[src/rtl/fetch_issue_unit.sv]
// fetch_issue_unit: fetch/issue front end of the instruction decoder.
// Fetches 16-bit words from a synchronous instruction memory, latches them in
// an instruction register and keeps the decoder enabled until the execution
// unit reports completion. NOP and HALT are handled here and never reach the
// decoder.
// Optional feature: define FETCH_ISSUE_TIMEOUT_EN to add an EXEC watchdog that
// raises a sticky fault and halts when exec_done never arrives.
`timescale 1ns/1ps

module fetch_issue_unit #(
    parameter int                ADDR_W   = 8,
    parameter logic [ADDR_W-1:0] RESET_PC = '0
`ifdef FETCH_ISSUE_TIMEOUT_EN
    ,
    parameter int                TIMEOUT_CYCLES = 64
`endif
) (
    input  logic              clk,
    input  logic              rst,
    input  logic              run,
    output logic              imem_en,
    output logic [ADDR_W-1:0] imem_addr,
    input  logic [15:0]       imem_rdata,
    output logic              dec_enable,
    output logic [3:0]        op_code,
    output logic [3:0]        ra,
    output logic [3:0]        rb,
    output logic [7:0]        imm8,
    input  logic              exec_done,
    output logic [ADDR_W-1:0] pc,
    output logic              halted,
    output logic              fault
);

    typedef enum logic [2:0] {
        IDLE,
        FETCH,
        WAIT,
        DECODE,
        EXEC,
        HALTED
    } state_t;

    localparam logic [3:0] OP_HALT  = 4'b1110;
    localparam logic [3:0] OP_NOP_A = 4'b1100;
    localparam logic [3:0] OP_NOP_B = 4'b1101;

    state_t      state;
    logic [15:0] ir;
    logic        is_halt;
    logic        is_nop;
    logic        timeout;

    // Decoder-facing fields come straight from the instruction register, so
    // they stay stable for the whole EXEC phase.
    assign op_code   = ir[15:12];
    assign ra        = ir[11:8];
    assign rb        = ir[7:4];
    assign imm8      = ir[7:0];
    assign imem_addr = pc;

    assign is_halt = (ir[15:12] == OP_HALT);
    assign is_nop  = (ir[15:12] == OP_NOP_A) || (ir[15:12] == OP_NOP_B);

`ifdef FETCH_ISSUE_TIMEOUT_EN
    localparam int CNT_W = $clog2(TIMEOUT_CYCLES + 1);

    logic [CNT_W-1:0] exec_cnt;

    // Asserted during the last permitted EXEC cycle when no completion came.
    assign timeout = (state == EXEC) && (exec_cnt == CNT_W'(TIMEOUT_CYCLES - 1));

    // Watchdog: counts EXEC cycles of the current instruction, latches fault.
    always_ff @(posedge clk) begin
        if (rst) begin
            exec_cnt <= '0;
            fault    <= 1'b0;
        end else if (state == DECODE) begin
            exec_cnt <= '0;
        end else if ((state == EXEC) && !exec_done) begin
            if (timeout) begin
                fault <= 1'b1;
            end else begin
                exec_cnt <= exec_cnt + CNT_W'(1);
            end
        end
    end
`else
    assign timeout = 1'b0;
    assign fault   = 1'b0;
`endif

    // Main sequencer: state, pc, ir and all strobes are registered together.
    always_ff @(posedge clk) begin
        // NOTE: sequential state uses non-blocking assignments so every
        // register in this block sees the pre-edge values of the others.
        if (rst) begin
            state      <= IDLE;
            pc         <= RESET_PC;
            ir         <= 16'h0000;
            imem_en    <= 1'b0;
            dec_enable <= 1'b0;
            halted     <= 1'b0;
        end else begin
            case (state)
                IDLE: begin
                    if (run) begin
                        state   <= FETCH;
                        imem_en <= 1'b1;
                    end
                end
                FETCH: begin
                    state   <= WAIT;
                    imem_en <= 1'b0;
                end
                WAIT: begin
                    ir    <= imem_rdata;
                    state <= DECODE;
                end
                DECODE: begin
                    if (is_halt) begin
                        state  <= HALTED;
                        halted <= 1'b1;
                    end else if (is_nop) begin
                        pc      <= pc + ADDR_W'(1);
                        state   <= run ? FETCH : IDLE;
                        imem_en <= run;
                    end else begin
                        state      <= EXEC;
                        dec_enable <= 1'b1;
                    end
                end
                EXEC: begin
                    if (exec_done) begin
                        pc         <= pc + ADDR_W'(1);
                        dec_enable <= 1'b0;
                        state      <= run ? FETCH : IDLE;
                        imem_en    <= run;
                    end else if (timeout) begin
                        dec_enable <= 1'b0;
                        halted     <= 1'b1;
                        state      <= HALTED;
                    end
                end
                HALTED: begin
                    state <= HALTED;
                end
                default: begin
                    state <= IDLE;
                end
            endcase
        end
    end

endmodule

[config.mk]
export PLATFORM = sky130hd
export DESIGN_NAME = fetch_issue_unit
export DESIGN_NICKNAME = d
export VERILOG_FILES = /design/src/rtl/fetch_issue_unit.sv
export SDC_FILE = /design/constraint.sdc
export NUM_CORES = 1
export LEC_CHECK = 0
export CAP_MARGIN = 20
export CORE_MARGIN = 3
export CORE_UTILIZATION = 45
export CTS_CLUSTER_DIAMETER = 60
export DETAILED_ROUTE_END_ITERATION = 8
export GPL_TIMING_DRIVEN = 0
export PLACE_DENSITY = 0.89
export SYNTH_ARGS = -nofsm -noshare
export SYNTH_HDL_FRONTEND = slang
export SYNTH_SLANG_ARGS = --single-unit
[constraint.sdc]
create_clock -name clk -period 2.8 [get_ports clk]
set_clock_uncertainty 0.05 [all_clocks]
set_input_delay 0.42 -clock clk [delete_from_list [all_inputs] [get_ports clk]]
set_output_delay 0.42 -clock clk [all_outputs]
set_load 0.03 [all_outputs]
Word level (Yosys, flattened, before mapping)
Cells that the tools add are included.
{"block": "word_totals", "ff_bits": 30, "out_inout_bits": 40, "word_cells": 48}
{"block": "classes", "n_addsub": 1, "n_eq_ne": 13, "muxes": 19, "n_reduce_logical": 9}
{"op": "$mux 8", "count": 3}
{"op": "$pmux 3 s6", "count": 1}
{"op": "$pmux 8 s2", "count": 1}
{"op": "$eq 4x4->1 const B", "count": 3}
{"op": "$mux 3", "count": 4}
{"op": "$ne 2x2->1 const B", "count": 5}
{"op": "$add 8x1->8 const B", "count": 1}
{"op": "$mux 1", "count": 8}
{"op": "$reduce_and 4->1", "count": 2}
{"op": "$eq 3x2->1 const B", "count": 2}
{"op": "$eq 3x3->1 const B", "count": 2}
{"op": "$reduce_and 5->1", "count": 1}
{"op": "$pmux 1 s4", "count": 1}
{"op": "$reduce_and 2->1", "count": 2}
{"op": "$reduce_bool 4->1", "count": 1}
{"op": "$eq 3x1->1 const B", "count": 1}
{"op": "$logic_not 3->1", "count": 1}
{"op": "$pmux 1 s2", "count": 1}
{"op": "$reduce_bool 2->1", "count": 1}
{"op": "$logic_or 1x1->1", "count": 1}

Logic depth before layout (Yosys ltp)
{"block": "depth", "ltp_word": 5, "ltp_mapped": 7, "depth_no_buf": 4}

Worst setup path after synthesis
No wires, ideal clock.
{"block": "synth_path", "path_type": "reg-to-reg", "startpoint": "register ir[14]", "endpoint": "register pc[5] (netlist: imem_addr[5])", "setup_time_ns": 0.070, "t_arrival_ns": 1.483, "t_required_ns": 2.680, "slack_ns": 1.197, "stages_incl_launch_ff": 5, "cell_sequence": "dfxtp_1 and3b_1 a21oi_2 or4_1 a21oi_1"}
{"block": "synth_via", "elab_chain_cells": 4, "word_cells_on_any_way": 7}
{"element": "from (decl)", "line_no": "49", "rtl": "logic [15:0] ir;"}
{"element": "from (signal assigned)", "line_no": "117", "rtl": "ir <= imem_rdata;"}
{"element": "$eq 4x4->1", "line_no": "63", "rtl": "assign is_nop = (ir[15:12] == OP_NOP_A) || (ir[15:12] == OP_NOP_B);"}
{"element": "$logic_or 1x1->1", "line_no": "63"}
{"element": "$ne 2x2->1 (no line)"}
{"element": "$reduce_and 4->1 (no line) *"}
{"element": "to (signal assigned)", "line_no": "125", "rtl": "pc <= pc + ADDR_W'(1);"}
{"element": "to (signal assigned)", "line_no": "135", "rtl": "pc <= pc + ADDR_W'(1);"}
{"element": "to (decl)", "line_no": "30", "rtl": "output logic [ADDR_W-1:0] pc,"}
Every way passes the cells marked *; elsewhere a longest branch is shown, timed or not.
A chain may end at the register's enable or synchronous reset.

Final worst setup path
{"block": "layout_path", "startpoint": "register pc[2] (netlist: imem_addr[2])", "endpoint": "output port pc[2]"}
No word-level cell between the ends.

==> flow_summary.rst <==
.. list-table::
   :header-rows: 1

   * - Metric
     - Value
   * - Result of the run
     - complete, no violations
   * - Clock Pin Slew Worst Setup and Hold Paths
     - 0.09 ns
   * - Utilization after layout
     - 0.7281
   * - Bufs on Longest Clock Path
     - 2
   * - DRC violation count after routing
     - 0
   * - CTS resizes
     - 0
   * - Setup tns final
     - 0 ns
   * - Top achievable clock speed
     - 483.1 MHz
   * - Total iterations of the first detailed-routing run
     - 4
   * - Element type at the critical path end
     - output port
   * - Antenna violation net count after detailed routing
     - 0
   * - Via count of the first global-routing pass
     - 1216
   * - Number of antenna violations at the first check in global routing
     - 0
   * - Worst slack after detailed placement
     - 0.7814 ns
   * - Inst Count DP
     - 262
   * - Skew-Pair Late Insertion Delay
     - 0.33 ns
   * - Buffer count from post-CTS setup fixing
     - 0
   * - Number of cells in the finished layout apart from fillers
     - 270
   * - Cell area after technology mapping
     - 1383 um^2
   * - Die Outline Area
     - 3774 um^2
   * - Power consumption
     - 0.001176 W
   * - Total inserted antenna cells
     - 0
   * - Portion of synthesized cell area occupied by the leading cell type
     - 0.4344
   * - Detailed router's first-iteration violation count
     - 46
   * - Main flop type after synthesis
     - sky130_fd_sc_hd__dfxtp_1
   * - Port Buf Inserts
     - 58
   * - Final RePlAce weighted congestion
     - 0.8340
   * - Path class of the lowest-slack min-delay path
     - flop to flop
   * - Quantity of hold-fixing buffers added after cts
     - 0
   * - Average wire length per cell after detail routing
     - 12.11 um
   * - Final setup fails
     - 0
   * - Maximum number of pins on one net before global-route repair
     - 11
   * - Leak pwr
     - 0.7738 nW
   * - Vertical die dimension
     - 61.43 um
   * - Synth-to-layout area growth
     - 50.23%
   * - Row count
     - 19
   * - Cell type with the largest total area after synthesis
     - sky130_fd_sc_hd__dfxtp_1
   * - Yosys synthesis warning count
     - 0
   * - Dominant cells by area after synthesis
     - sky130_fd_sc_hd__dfxtp_1 43%, sky130_fd_sc_hd__a21oi_1 10%, sky130_fd_sc_hd__nand2_1 10%, sky130_fd_sc_hd__buf_4 7.6%, sky130_fd_sc_hd__or3_1 2.7%
   * - Count of pins over their slew limit
     - 0
   * - Register bit count reported by yosys
     - 30
   * - Per-instance average area after synthesis
     - 7.992 um^2
   * - Overall track demand over capacity in global routing
     - 0.1934
   * - Number of flops mapped to enable cells by yosys
     - 0
   * - First-pass GRT wire length
     - 5.299 mm
   * - CTS Sinks
     - 30
   * - Average vias per placed instance
     - 5.056
   * - Net Count, Synth
     - 194
   * - Kind of start point of the critical path
     - flop
   * - Required time at the endpoint of the critical path
     - 2.33 ns
   * - IO Count
     - 60
   * - Peak supply drop
     - 405.5 uV
   * - Clock root buffer
     - sky130_fd_sc_hd__clkbuf_4
   * - Ratio of cells with drive above 1 in the final layout
     - 0.1004
   * - Worst setup path class
     - flop to output port
   * - Post-synthesis cell type count
     - 30
   * - Final critical path time including I/O delays and setup
     - 2.070 ns
   * - Max capacitance violation total
     - 0
   * - Residual overflow from global routing
     - 0
   * - Synthesized netlist cell count
     - 173
   * - Sequential element share of the synthesized area
     - 0.4344
   * - Number of hold-slack violations in the final timing report
     - 0
   * - TritonCTS clock tree
     - done
   * - Starting Density
     - 0.4846
   * - Proportion of synthesized flip-flops having asynchronous set or reset
     - 0
   * - Number of nets in the layout
     - 259
   * - P per Cell Area
     - 566.3 nW/um^2
   * - CP Data Arrival Time
     - 1.60 ns
   * - Post-synth top cells
     - 37 x sky130_fd_sc_hd__nand2_1, 30 x sky130_fd_sc_hd__dfxtp_1, 28 x sky130_fd_sc_hd__a21oi_1, 14 x sky130_fd_sc_hd__buf_4, 8 x sky130_fd_sc_hd__nor2_1
   * - HPWL after DPL
     - 2.502 mm
   * - Most common cell in the netlist
     - sky130_fd_sc_hd__nand2_1
   * - Core box area
     - 2853 um^2
   * - Chip Width
     - 61.43 um
   * - RSZ-0062 raised after global routing
     - no
   * - CP max FO
     - 7
   * - Share of the cycle needed by the critical path after routing
     - 0.7392
   * - H-tree depth
     - 2
   * - Setup ws final
     - 0.7301 ns
   * - Final WL
     - 3.271 mm
   * - Number of buffers inserted during clock tree synthesis
     - 5
   * - Number of vias after detailed routing
     - 1365
## metrics by stage
| stage | hold WS (ns) | instance area, um^2 |
|---|---|---|
| final | 0.4051 | 2077 |
| after CTS | 0.4097 | 2077 |
| after detailed placement | 0.3974 | 2002 |
| after floorplan | 0.4597 | 1383 |
| after global placement | 0.3911 | 2002 |
| after global routing | 0.4312 | 2077 |
## worst max-delay path, cell delays in order, from the launching register on
cell                              delay (ns)
sky130_fd_sc_hd__dfxtp_1                0.46
sky130_fd_sc_hd__buf_4                  0.15
sky130_fd_sc_hd__clkdlybuf4s50_1        0.66
## layer usage
| metal | global-route usage | vias up | wire [um] |
|---|---|---|---|
| li1 | - | 702 | - |
| met1 | 0.2159 | 610 | 1412 |
| met2 | 0.3127 | 48 | 1517 |
| met3 | 0.1027 | 5 | 301 |
| met4 | 0.07273 | 0 | 38 |
| met5 | 0 | - | 0 |
## final cells by class
type | instances | area [um^2]
clock inverters | 1 | 30.03
plain buffers | 23 | 161.4
multi-input cells | 116 | 605.6
well taps | 31 | 38.79
repair buffers | 58 | 580.6
clock buffers | 7 | 45.04
fillers | 228 | 775.7
flip-flops and latches | 30 | 600.6
inverters | 4 | 15.01
## state kept, by name, summed over array words and instances (netlist names)
register / cells
dec_enable: 1
halted: 1
imem_addr: 8
imem_en: 1
ir: 16
state: 3
## layout by cell type, fill, tap and decap left out
master	netlist	final
sky130_fd_sc_hd__and3_1	1	1
sky130_fd_sc_hd__inv_1	4	4
sky130_fd_sc_hd__or4_1	2	2
sky130_fd_sc_hd__or3_1	6	6
sky130_fd_sc_hd__a32oi_1	1	1
sky130_fd_sc_hd__ha_1	1	1
sky130_fd_sc_hd__nand4b_1	1	1
sky130_fd_sc_hd__a2111oi_0	1	1
sky130_fd_sc_hd__and4bb_1	1	1
sky130_fd_sc_hd__o21ai_0	7	7
sky130_fd_sc_hd__buf_6	3	3
sky130_fd_sc_hd__bufinv_16	0	1
sky130_fd_sc_hd__clkbuf_1	6	8
sky130_fd_sc_hd__nand3b_1	1	1
sky130_fd_sc_hd__o31ai_1	2	2
sky130_fd_sc_hd__xor2_1	1	1
sky130_fd_sc_hd__xnor2_1	1	1
sky130_fd_sc_hd__clkbuf_4	0	5
sky130_fd_sc_hd__dfxtp_1	30	30
sky130_fd_sc_hd__nand2b_1	4	4
sky130_fd_sc_hd__a21o_1	1	1
sky130_fd_sc_hd__nor3_1	3	3
sky130_fd_sc_hd__nand2_1	37	37
sky130_fd_sc_hd__mux2i_1	1	1
sky130_fd_sc_hd__buf_4	14	14
sky130_fd_sc_hd__clkdlybuf4s50_1	0	58
sky130_fd_sc_hd__a221oi_1	1	1
sky130_fd_sc_hd__a21oi_2	1	1
sky130_fd_sc_hd__nor2_1	8	8
sky130_fd_sc_hd__and3b_1	2	2
sky130_fd_sc_hd__a21oi_1	28	28
sky130_fd_sc_hd__conb_1	1	1
sky130_fd_sc_hd__nand3_1	3	3
## report_power, final
| group | total, W | switching [W] | internal [W] |
|---|---|---|---|
| sequential | 0.000491 | 0.0000252 | 0.000466 |
| clock | 0.000336 | 0.000147 | 0.000189 |
| combinational | 0.000350 | 0.000192 | 0.000157 |
## cells by family after synthesis
kind of cell,Yosys count,synth area share
multiplexers,1,0.007240
other,1,0.002712
adder cells (fa/ha/maj),1,0.009048
AND/OR/NAND/NOR,69,0.2380
AO/OA/AOI/OAI,42,0.1683
flip-flops,30,0.4344
buffers and inverters,27,0.1276
XOR/XNOR,2,0.01267
## final timing paths
kind	startpoint	endpoint	slack [ns]	depth (start not counted)
worst max-delay path	imem_addr[2]	pc[2]	0.73	2
worst min-delay path	ir[0]	ir[0]	0.41	2
worst max register to register	state[1]	ir[3]	1.11	7
worst min register to register	ir[0]	ir[0]	0.41	2
Note: power is estimated with default switching activity, not from simulation.
